[src/rtl/touch_pkg.sv]
// Shared definitions for the touch decoder slice.
//   - sensor code constants (TOUCH_NONE, TOUCH_S1..TOUCH_S4)
//   - event word layout: [EVT_PRESS_BIT] press/release, [EVT_IDX_MSB:0] sensor index
//   - event FIFO depth and debounce FSM state type
//   - helpers to build an event word and a one-hot key map from a code
package touch_pkg;

  localparam logic [2:0] TOUCH_NONE = 3'd0;
  localparam logic [2:0] TOUCH_S1   = 3'd1;
  localparam logic [2:0] TOUCH_S2   = 3'd2;
  localparam logic [2:0] TOUCH_S3   = 3'd3;
  localparam logic [2:0] TOUCH_S4   = 3'd4;

  localparam int EVT_PRESS_BIT   = 2;
  localparam int EVT_IDX_MSB     = 1;
  localparam int EVT_W           = EVT_PRESS_BIT + 1;
  localparam int TOUCH_EVT_DEPTH = 4;

  typedef enum logic {
    ST_IDLE = 1'b0,
    ST_HELD = 1'b1
  } deb_state_e;

  // Event word for a sensor code 1..4; the stored index is code-1.
  function automatic logic [EVT_W-1:0] make_evt(input logic press, input logic [2:0] code);
    logic [2:0] idx;
    idx = code - 3'd1;
    return {press, idx[EVT_IDX_MSB:0]};
  endfunction

  function automatic logic [3:0] code_to_onehot(input logic [2:0] code);
    logic [3:0] onehot;
    case (code)
      TOUCH_S1: onehot = 4'b0001;
      TOUCH_S2: onehot = 4'b0010;
      TOUCH_S3: onehot = 4'b0100;
      TOUCH_S4: onehot = 4'b1000;
      default:  onehot = 4'b0000;
    endcase
    return onehot;
  endfunction

endpackage

[src/rtl/touch_evt_fifo.sv]
// Event FIFO: TOUCH_EVT_DEPTH entries of EVT_W bits, up to two pushes and
// one pop per cycle.
//   clk, rst              : clock, synchronous active-high reset
//   push_vld[1:0]         : slot 0 / slot 1 push requests (slot 0 is older)
//   push_data0/push_data1 : event words for slot 0 / slot 1
//   pop_req               : consumer ready; pops the head when non-empty
//   head_vld, head_data   : head entry (head_data is 0 when empty)
//   drop                  : pulse, at least one push did not fit this cycle
module touch_evt_fifo
  import touch_pkg::*;
(
  input  logic             clk,
  input  logic             rst,
  input  logic [1:0]       push_vld,
  input  logic [EVT_W-1:0] push_data0,
  input  logic [EVT_W-1:0] push_data1,
  input  logic             pop_req,
  output logic             head_vld,
  output logic [EVT_W-1:0] head_data,
  output logic             drop
);

  localparam int PTR_W = $clog2(TOUCH_EVT_DEPTH);
  localparam int CNT_W = PTR_W + 1;

  logic [EVT_W-1:0] mem_q [TOUCH_EVT_DEPTH];
  logic [EVT_W-1:0] mem_d [TOUCH_EVT_DEPTH];
  logic [PTR_W-1:0] rd_ptr_q, rd_ptr_d;
  logic [PTR_W-1:0] wr_ptr_q, wr_ptr_d;
  logic [PTR_W-1:0] wr_ptr1;
  logic [CNT_W-1:0] count_q, count_d;
  logic [CNT_W-1:0] free;
  logic             pop, acc0, acc1;

  always_comb begin
    pop  = pop_req && (count_q != '0);
    // A same-cycle pop frees its slot for this cycle's pushes.
    free = CNT_W'(TOUCH_EVT_DEPTH) - count_q + CNT_W'(pop);
    // Slot 0 gets first claim on the space, so a release is kept over a press.
    acc0 = push_vld[0] && (free != '0);
    acc1 = push_vld[1] && (free > CNT_W'(acc0));
    drop = (push_vld[0] && !acc0) || (push_vld[1] && !acc1);

    wr_ptr1  = wr_ptr_q + PTR_W'(acc0);
    wr_ptr_d = wr_ptr_q + PTR_W'(acc0) + PTR_W'(acc1);
    rd_ptr_d = rd_ptr_q + PTR_W'(pop);
    count_d  = count_q + CNT_W'(acc0) + CNT_W'(acc1) - CNT_W'(pop);

    for (int i = 0; i < TOUCH_EVT_DEPTH; i++) begin
      mem_d[i] = mem_q[i];
      if (acc0 && (wr_ptr_q == PTR_W'(i))) begin
        mem_d[i] = push_data0;
      end else if (acc1 && (wr_ptr1 == PTR_W'(i))) begin
        mem_d[i] = push_data1;
      end
    end
  end

  always_ff @(posedge clk) begin
    if (rst) begin
      rd_ptr_q <= '0;
      wr_ptr_q <= '0;
      count_q  <= '0;
    end else begin
      rd_ptr_q <= rd_ptr_d;
      wr_ptr_q <= wr_ptr_d;
      count_q  <= count_d;
    end
  end

  // Storage needs no reset: it is only visible through head_vld.
  always_ff @(posedge clk) begin
    mem_q <= mem_d;
  end

  assign head_vld  = (count_q != '0);
  assign head_data = head_vld ? mem_q[rd_ptr_q] : '0;

endmodule

[src/rtl/touch_decoder.sv]
// Capacitive touch decoder: synchronizes a 4-bit sensor code, debounces it,
// presents a one-hot key map and queues press/release events.
//   clk, rst     : clock, synchronous active-high reset
//   code_in      : asynchronous sensor code (0 none, 1..4 sensor, 5..15 invalid)
//   key_state    : debounced one-hot key map
//   evt_valid    : event available; evt_data holds it
//   evt_ready    : consumer accepts the head event
//   evt_data     : [2] press(1)/release(0), [1:0] sensor index
//   evt_overflow : sticky, an event was dropped
//   invalid_seen : sticky, an invalid synchronized code occurred
module touch_decoder
  import touch_pkg::*;
#(
  parameter int DEBOUNCE_CYCLES = 16
) (
  input  logic             clk,
  input  logic             rst,
  input  logic [3:0]       code_in,
  output logic [3:0]       key_state,
  output logic             evt_valid,
  input  logic             evt_ready,
  output logic [EVT_W-1:0] evt_data,
  output logic             evt_overflow,
  output logic             invalid_seen
);

  localparam logic [7:0] ACCEPT_CNT = 8'(DEBOUNCE_CYCLES);

  logic [3:0]       sync1_q, sync1_d;
  logic [3:0]       code_s_q, code_s_d;
  logic [2:0]       cand_q, cand_d;
  logic [7:0]       cnt_q, cnt_d;
  logic [2:0]       stable_q, stable_d;
  deb_state_e       state_q, state_d;
  logic             invalid_q, invalid_d;
  logic             ovf_q, ovf_d;
  logic [2:0]       code_m;
  logic             accept;
  logic [1:0]       push_vld;
  logic [EVT_W-1:0] push_data0, push_data1;
  logic             fifo_drop;

  always_comb begin
    sync1_d   = code_in;
    code_s_d  = sync1_q;
    invalid_d = invalid_q;
    if (code_s_q > 4'd4) begin
      code_m    = TOUCH_NONE;
      invalid_d = 1'b1;
    end else begin
      code_m = code_s_q[2:0];
    end

    // Candidate tracking: a new code reloads the candidate and restarts the
    // count; acceptance needs DEBOUNCE_CYCLES further matching cycles.
    cand_d = cand_q;
    cnt_d  = cnt_q;
    accept = 1'b0;
    if (code_m != cand_q) begin
      cand_d = code_m;
      cnt_d  = '0;
    end else begin
      accept = (cnt_q >= ACCEPT_CNT);
      if (cnt_q != 8'hFF) begin
        cnt_d = cnt_q + 8'd1;
      end
    end

    state_d    = state_q;
    stable_d   = stable_q;
    push_vld   = 2'b00;
    push_data0 = '0;
    push_data1 = '0;
    // Re-acceptance of the current stable code is a no-op.
    if (accept && (cand_q != stable_q)) begin
      stable_d = cand_q;
      state_d  = (cand_q == TOUCH_NONE) ? ST_IDLE : ST_HELD;
      if (state_q == ST_HELD && cand_q != TOUCH_NONE) begin
        push_vld   = 2'b11;
        push_data0 = make_evt(1'b0, stable_q);
        push_data1 = make_evt(1'b1, cand_q);
      end else if (state_q == ST_HELD) begin
        push_vld   = 2'b01;
        push_data0 = make_evt(1'b0, stable_q);
      end else begin
        push_vld   = 2'b01;
        push_data0 = make_evt(1'b1, cand_q);
      end
    end

    ovf_d = ovf_q | fifo_drop;
  end

  always_ff @(posedge clk) begin
    if (rst) begin
      sync1_q   <= '0;
      code_s_q  <= '0;
      cand_q    <= TOUCH_NONE;
      cnt_q     <= '0;
      stable_q  <= TOUCH_NONE;
      state_q   <= ST_IDLE;
      invalid_q <= 1'b0;
      ovf_q     <= 1'b0;
    end else begin
      sync1_q   <= sync1_d;
      code_s_q  <= code_s_d;
      cand_q    <= cand_d;
      cnt_q     <= cnt_d;
      stable_q  <= stable_d;
      state_q   <= state_d;
      invalid_q <= invalid_d;
      ovf_q     <= ovf_d;
    end
  end

  touch_evt_fifo u_evt_fifo (
    .clk       (clk),
    .rst       (rst),
    .push_vld  (push_vld),
    .push_data0(push_data0),
    .push_data1(push_data1),
    .pop_req   (evt_ready),
    .head_vld  (evt_valid),
    .head_data (evt_data),
    .drop      (fifo_drop)
  );

  assign key_state    = code_to_onehot(stable_q);
  assign evt_overflow = ovf_q;
  assign invalid_seen = invalid_q;

endmodule

[config.mk]
export PLATFORM = sky130hd
export DESIGN_NAME = touch_decoder
export DESIGN_NICKNAME = d
export VERILOG_FILES = /design/src/rtl/touch_pkg.sv /design/src/rtl/touch_evt_fifo.sv /design/src/rtl/touch_decoder.sv
export SDC_FILE = /design/constraint.sdc
export NUM_CORES = 1
export LEC_CHECK = 0
export ABC_AREA = 1
export CAP_MARGIN = 10
export CORE_UTILIZATION = 53
export CTS_BUF_LIST = sky130_fd_sc_hd__clkbuf_16
export DETAILED_ROUTE_END_ITERATION = 8
export GPL_ROUTABILITY_DRIVEN = 0
export GPL_TIMING_DRIVEN = 0
export PLACE_DENSITY = 0.76
export SLEW_MARGIN = 5
export SYNTH_ARGS = -nofsm -noshare
export SYNTH_HDL_FRONTEND = slang
export SYNTH_SLANG_ARGS = --single-unit
[constraint.sdc]
create_clock -name clk -period 3.3 [get_ports clk]
set_clock_uncertainty 0.1 [all_clocks]
set_input_delay 0.66 -clock clk [delete_from_list [all_inputs] [get_ports clk]]
set_output_delay 0.66 -clock clk [all_outputs]
set_load 0.1 [all_outputs]
# Word-level counts from Yosys, hierarchy flattened
# Index checks and enable logic that the tools add are counted.
# totals
register_bits,44
wordCells,97
inputBits,7
# op_classes
add_sub_neg,11
order_cmp,4
n_eq_ne,13
n_bitwise,2
n_mux,23
n_reduce_logical,29
# ops
op,count
2-to-1 mux 3 bit,17
case mux 4 bit (4 select lines),1
logical AND 1 bit,15
adder 3 x 1 -> 3 bit,3
nonzero test 3 bit,3
adder 8 x 1 -> 8 bit (second input constant),1
equality test 2 bit (second input constant),4
>= comparator 8 x 5 -> 1 bit (second input constant),1
!= test 8 bit (second input constant),1
nonzero test 2 bit,4
adder 2 x 1 -> 2 bit,3
binary-select mux 3 bit (select 2 bit),1
equality test 3 x 2 -> 1 bit (second input constant),2
!= test 3 bit,2
equality test 2 x 1 -> 1 bit (second input constant),2
greater-than comparator 4 x 3 -> 1 bit (second input constant),1
zero test 2 bit,2
2-to-1 mux 2 bit,2
subtractor 2 x 1 -> 2 bit (second input constant),2
equality test 3 x 1 -> 1 bit (second input constant),1
equality test 3 bit (second input constant),1
>= comparator 3 bit (second input constant),1
greater-than comparator 3 x 1 -> 1 bit,1
zero test 3 bit,1
8 further kinds,10

# Logic depth before layout (Yosys ltp)
# depth
word_depth,13
mapped_depth,20
ltp_nobuf,20

# Modules after synthesis
# Synthesis repeated with hierarchy kept, for this count alone.
# unflattened
cells_unflattened,328
hier_area_um2,2454.9
# by_module_without_submodules
module,area_per_inst_um2,instances,cells_each
touch_evt_fifo,1257.5,1,166
touch_decoder,1197.4,1,162

# Worst setup path after synthesis
# Ideal clock, no wire load.
# synth_timing
kind,reg-to-reg
start,register u_evt_fifo.count_q[2]
end,register u_evt_fifo.count_q[2]
synth_period_minus_slack_ns,4.186
arrival_time_ns,4.016
stages_incl_launch_ff,20
path_slack_ns,-0.886
t_required_ns,3.130
path_cell_list,dfxtp_1 -> nor3_1 -> inv_1 -> nand2_1 -> ha_1 -> inv_1 -> ha_1 -> a21oi_1 -> o21ai_0 -> nor2_2 -> nor2_8 -> ha_1 -> o21bai_1 -> nand4_1 -> inv_1 -> fa_1 -> fa_1 -> inv_1 -> o21ai_0 -> a21oi_1
# synth_between
elab_chain_len,9
elab_cells_between_ends,11
classes_between,add/sub: 5; order compare: 1; reduce/logical: 5
# synth_rtl
element,line,text
"start, declared",touch_evt_fifo.sv:31,"logic [CNT_W-1:0] count_q, count_d;"
"start signal, assigned",touch_evt_fifo.sv:67,count_q <= count_d;
nonzero test 3 bit *,n/a,
via evt_valid,touch_decoder.sv:20,"output logic evt_valid,"
logical AND 1 bit *,touch_evt_fifo.sv:36,pop = pop_req && (count_q != '0);
adder 3 x 1 -> 3 bit,touch_evt_fifo.sv:38,free = CNT_W'(TOUCH_EVT_DEPTH) - count_q + CNT_W'(pop);
nonzero test 3 bit,touch_evt_fifo.sv:40,acc0 = push_vld[0] && (free != '0);
logical AND 1 bit,touch_evt_fifo.sv:40,
greater-than comparator 3 x 1 -> 1 bit,touch_evt_fifo.sv:41,acc1 = push_vld[1] && (free > CNT_W'(acc0));
logical AND 1 bit,touch_evt_fifo.sv:41,
adder 3 x 1 -> 3 bit,touch_evt_fifo.sv:47,count_d = count_q + CNT_W'(acc0) + CNT_W'(acc1) - CNT_W'(pop);
subtractor 3 x 1 -> 3 bit *,touch_evt_fifo.sv:47,
# Mark *: on every way through the listed nets, which the timed path passes. The rest lies on a longest branch.
# A chain may end at the register's enable or synchronous reset.

# Worst setup path in the final report
# layout_timing
start,register u_evt_fifo.count_q[0]
end,register u_evt_fifo.count_q[1]
# layout_between
elab_chain_len,9
elab_cells_between_ends,11
classes_between,add/sub: 5; order compare: 1; reduce/logical: 5
# layout_rtl
element,line
"parallel branches: the longest is 8 deep, another holds subtractor 3 bit",n/a
subtractor 3 x 1 -> 3 bit *,touch_evt_fifo.sv:47
via u_evt_fifo.count_d[1],touch_evt_fifo.sv:31
# Mark *: on every way through the listed nets, which the timed path passes.

==> impl_metrics.csv <==
group,metric,value,unit
outcome,outcome,"finished clean",
synthesis,synth-seq-cells,44,
final_layout,layout_commonest_cell,"nand2_1",
detailed_routing,wl,4955,µm
clock_tree,cts_tree,"done",
worst_setup_path,cp-start-kind,"flop",
clock_tree,cts_buffers,5,
detailed_routing,antenna_left,0,
timing,setup_tns,0,ns
placement,place_inst,383,
synthesis,yosysSeqAreaShare,40.80,%
global_routing,track_usage,21.70,%
timing,min_period,3.243,ns
detailed_routing,drt-pass1-iter-count,5,
final_layout,instances_no_fill,406,
die,fp.dieW,70.04,µm
placement,io_buffers,15,
synthesis,yosys_warnings,0,
detailed_routing,post_drt_wl_per_cell,12.20,µm
worst_hold_path,min_path_type,"reg -> reg",
clock_tree,cts_buffer_depth,2,
worst_setup_path,crit_fanout,2,
power,vdd_ir_drop_max,681.6,µV
worst_setup_path,r2r_slack,0.06,ns
final_layout,final_cell_mix,"65 x nand2_1, 52 x inv_1, 47 x nor2_1, 29 x dfxtp_1",
power,p_leak,1.381,nW
worst_setup_path,required,3.41,ns
synthesis,synthesis.area,2454,µm²
final_layout,synthToLayoutAreaGrowth,23.30,%
die,die_area,4906,µm²
global_routing,grt_pass1_vias,1936,
detailed_routing,viasPerCell,5.052,
timing,period_share,98.28,%
global_routing,grt_max_degree,13,
timing,hold_viol,0,
clock_tree,clk_pin_slew,0.06,ns
synthesis,syn_avg_cell_area,7.765,µm²
synthesis,synth.net_count,339,
detailed_routing,detail_route.iter0.violations,183,
worst_setup_path,path_class,"reg -> reg",
timing,final_max_slew_viol_count,0,
timing,setup_viol,0,
die,num_rows,24,
job,drv_cap,0,
worst_setup_path,end_kind,"flop",
power,power_density,723.9,nW/µm²
detailed_routing,drc,0,
global_routing,overflow,0,
detailed_routing,vias,2051,
timing,max_freq,0.3083,GHz
final_layout,fin_nets,376,
synthesis,synth_cells,316,
timing,setup_ws,0.05687,ns
clock_tree,cts.sinks,44,
timing,fin_hold_ws,0.3015,ns
placement,hpwl,3357,µm
final_layout,drive_gt1_share,17.80,%
clock_tree,clk_latency,0.28,ns
timing,slew_headroom,35.12,%
clock_tree,cts_max_level,2,
global_routing,grt_pass1_wl,8445,µm
worst_setup_path,critPathArrivalTime,3.36,ns
die,initial_core_util,55.58,%
global_routing,antenna_found_initial,0,
die,ios,17,
die,die_h,70.04,µm
die,core,4414,µm²
clock_tree,root_buffer,"clkbuf_16",
final_layout,n_antenna_cell,0,
timing,max_slew.worst_pin.slew,0.9702,ns
placement,place_ws,-0.8487,ns
synthesis,ys_types,31,
metal layers:
layer | track usage, % | share of wire (%) | vias up | routed length [µm]
li1 | - | - | 1065 | -
met1 | 27.31 | 45 | 927 | 2243
met2 | 36.86 | 49 | 49 | 2424
met3 | 3.608 | 3.9 | 10 | 192
met4 | 8.889 | 1.9 | 0 | 95
met5 | 0 | 0 | - | 0
registers in the layout, indices dropped and copies added (netlist names):
register	flops
invalid_seen	1
stable_q	3
code_s_q	4
u_evt_fifo.mem_q	12
u_evt_fifo.wr_ptr_q	2
code_s_d	4
u_evt_fifo.count_q	3
state_q	1
cand_q	3
u_evt_fifo.rd_ptr_q	2
evt_overflow	1
cnt_q	8
where the power goes:
part	internal, mW	total, mW	switching [mW]
registers	0.592	0.642	0.0501
clock network	0.272	0.458	0.186
logic	0.390	1.09	0.701
logic make-up after synthesis:
family,after synthesis,synth area share [%]
XOR/XNOR,7,2.499
flip-flops,44,40.80
adder cells (fa/ha/maj),16,8.771
AO/OA/AOI/OAI,40,9.026
buffers and inverters,59,9.332
AND/OR/NAND/NOR,150,29.58
synth_stat cells:
library cell / number / area share, %
o21ai_0: 17 / 3.5
nand2_2: 2 / 0.51
nor2_2: 1 / 0.26
a31oi_1: 3 / 0.76
clkbuf_1: 2 / 0.31
xor2_1: 4 / 1.4
a21oi_4: 1 / 0.66
dfxtp_1: 32 / 26
nor2_8: 2 / 1.6
nor3_1: 1 / 0.20
nand3_1: 9 / 1.8
nor3_2: 4 / 1.6
nand3_2: 1 / 0.41
or2_2: 3 / 0.76
o21ai_2: 1 / 0.36
o21ai_1: 5 / 1.0
nor2_1: 47 / 7.2
edfxtp_1: 12 / 15
inv_2: 1 / 0.15
xnor2_1: 3 / 1.1
nand4_1: 6 / 1.5
fa_1: 2 / 1.6
ha_1: 14 / 7.1
inv_1: 55 / 8.4
nor3b_1: 1 / 0.31
o21bai_1: 1 / 0.31
nor2_4: 2 / 0.92
buf_6: 1 / 0.46
nand2_1: 66 / 10
a21oi_1: 12 / 2.4
nand2_4: 5 / 2.3
per-stage QoR:
stage          power, mW  util, %  instance area (µm²)
2_1_floorplan      1.312        -                 2494
3_3_place_gp       1.465    61.37                 2709
3_5_place_dp       1.483    61.37                 2709
4_1_cts            2.049    66.95                 2955
5_1_grt            2.302    68.54                 3025
6_report           2.190    68.54                 3025
worst max-delay path, stage by stage (launching register included):
cell and delay (ns):
dfxtp_4 0.35, nor3_4 0.26, inv_6 0.05, nand2_4 0.07, ha_4 0.12, inv_2 0.04, ha_4 0.27, a21oi_4 0.03
o21ai_2 0.09, nor2_4 0.08, nor2_8 0.09, buf_4 0.11, buf_4 0.10, inv_1 0.04, ha_1 0.27, inv_1 0.07
fa_2 0.38, fa_2 0.54, inv_1 0.04, nor2_1 0.06
final timing paths:
kind	startpoint	endpoint	depth (start not counted)
min	code_s_d[0]	code_s_q[0]	2
max	u_evt_fifo.count_q[0]	u_evt_fifo.count_q[1]	19
min reg2reg	code_s_d[0]	code_s_q[0]	2
max reg2reg	u_evt_fifo.count_q[0]	u_evt_fifo.count_q[1]	19
cell type report:
type,instances,area [µm²]
Fill cell,365,1389
Multi-Input combinational cell,213,1320
Sequential cell,44,1007
Timing Repair Buffer,30,262.8
Inverter,56,215.2
Clock buffer,5,125.1
Tap cell,52,65.06
Buffer,3,18.77
Clock inverter,3,11.26
what timing repair did:
| action | in CTS | in global routing |
|---|---|---|
| setup buffers | 10 | 5 |
| hold buffers | 0 | 0 |
| resized for setup | 10 | 10 |
| pin swaps | 8 | 7 |
| endpoints found under the setup margin | 17 | 14 |
| gates cloned | 0 | 0 |
No activity file was read; power rests on OpenSTA's default activity.
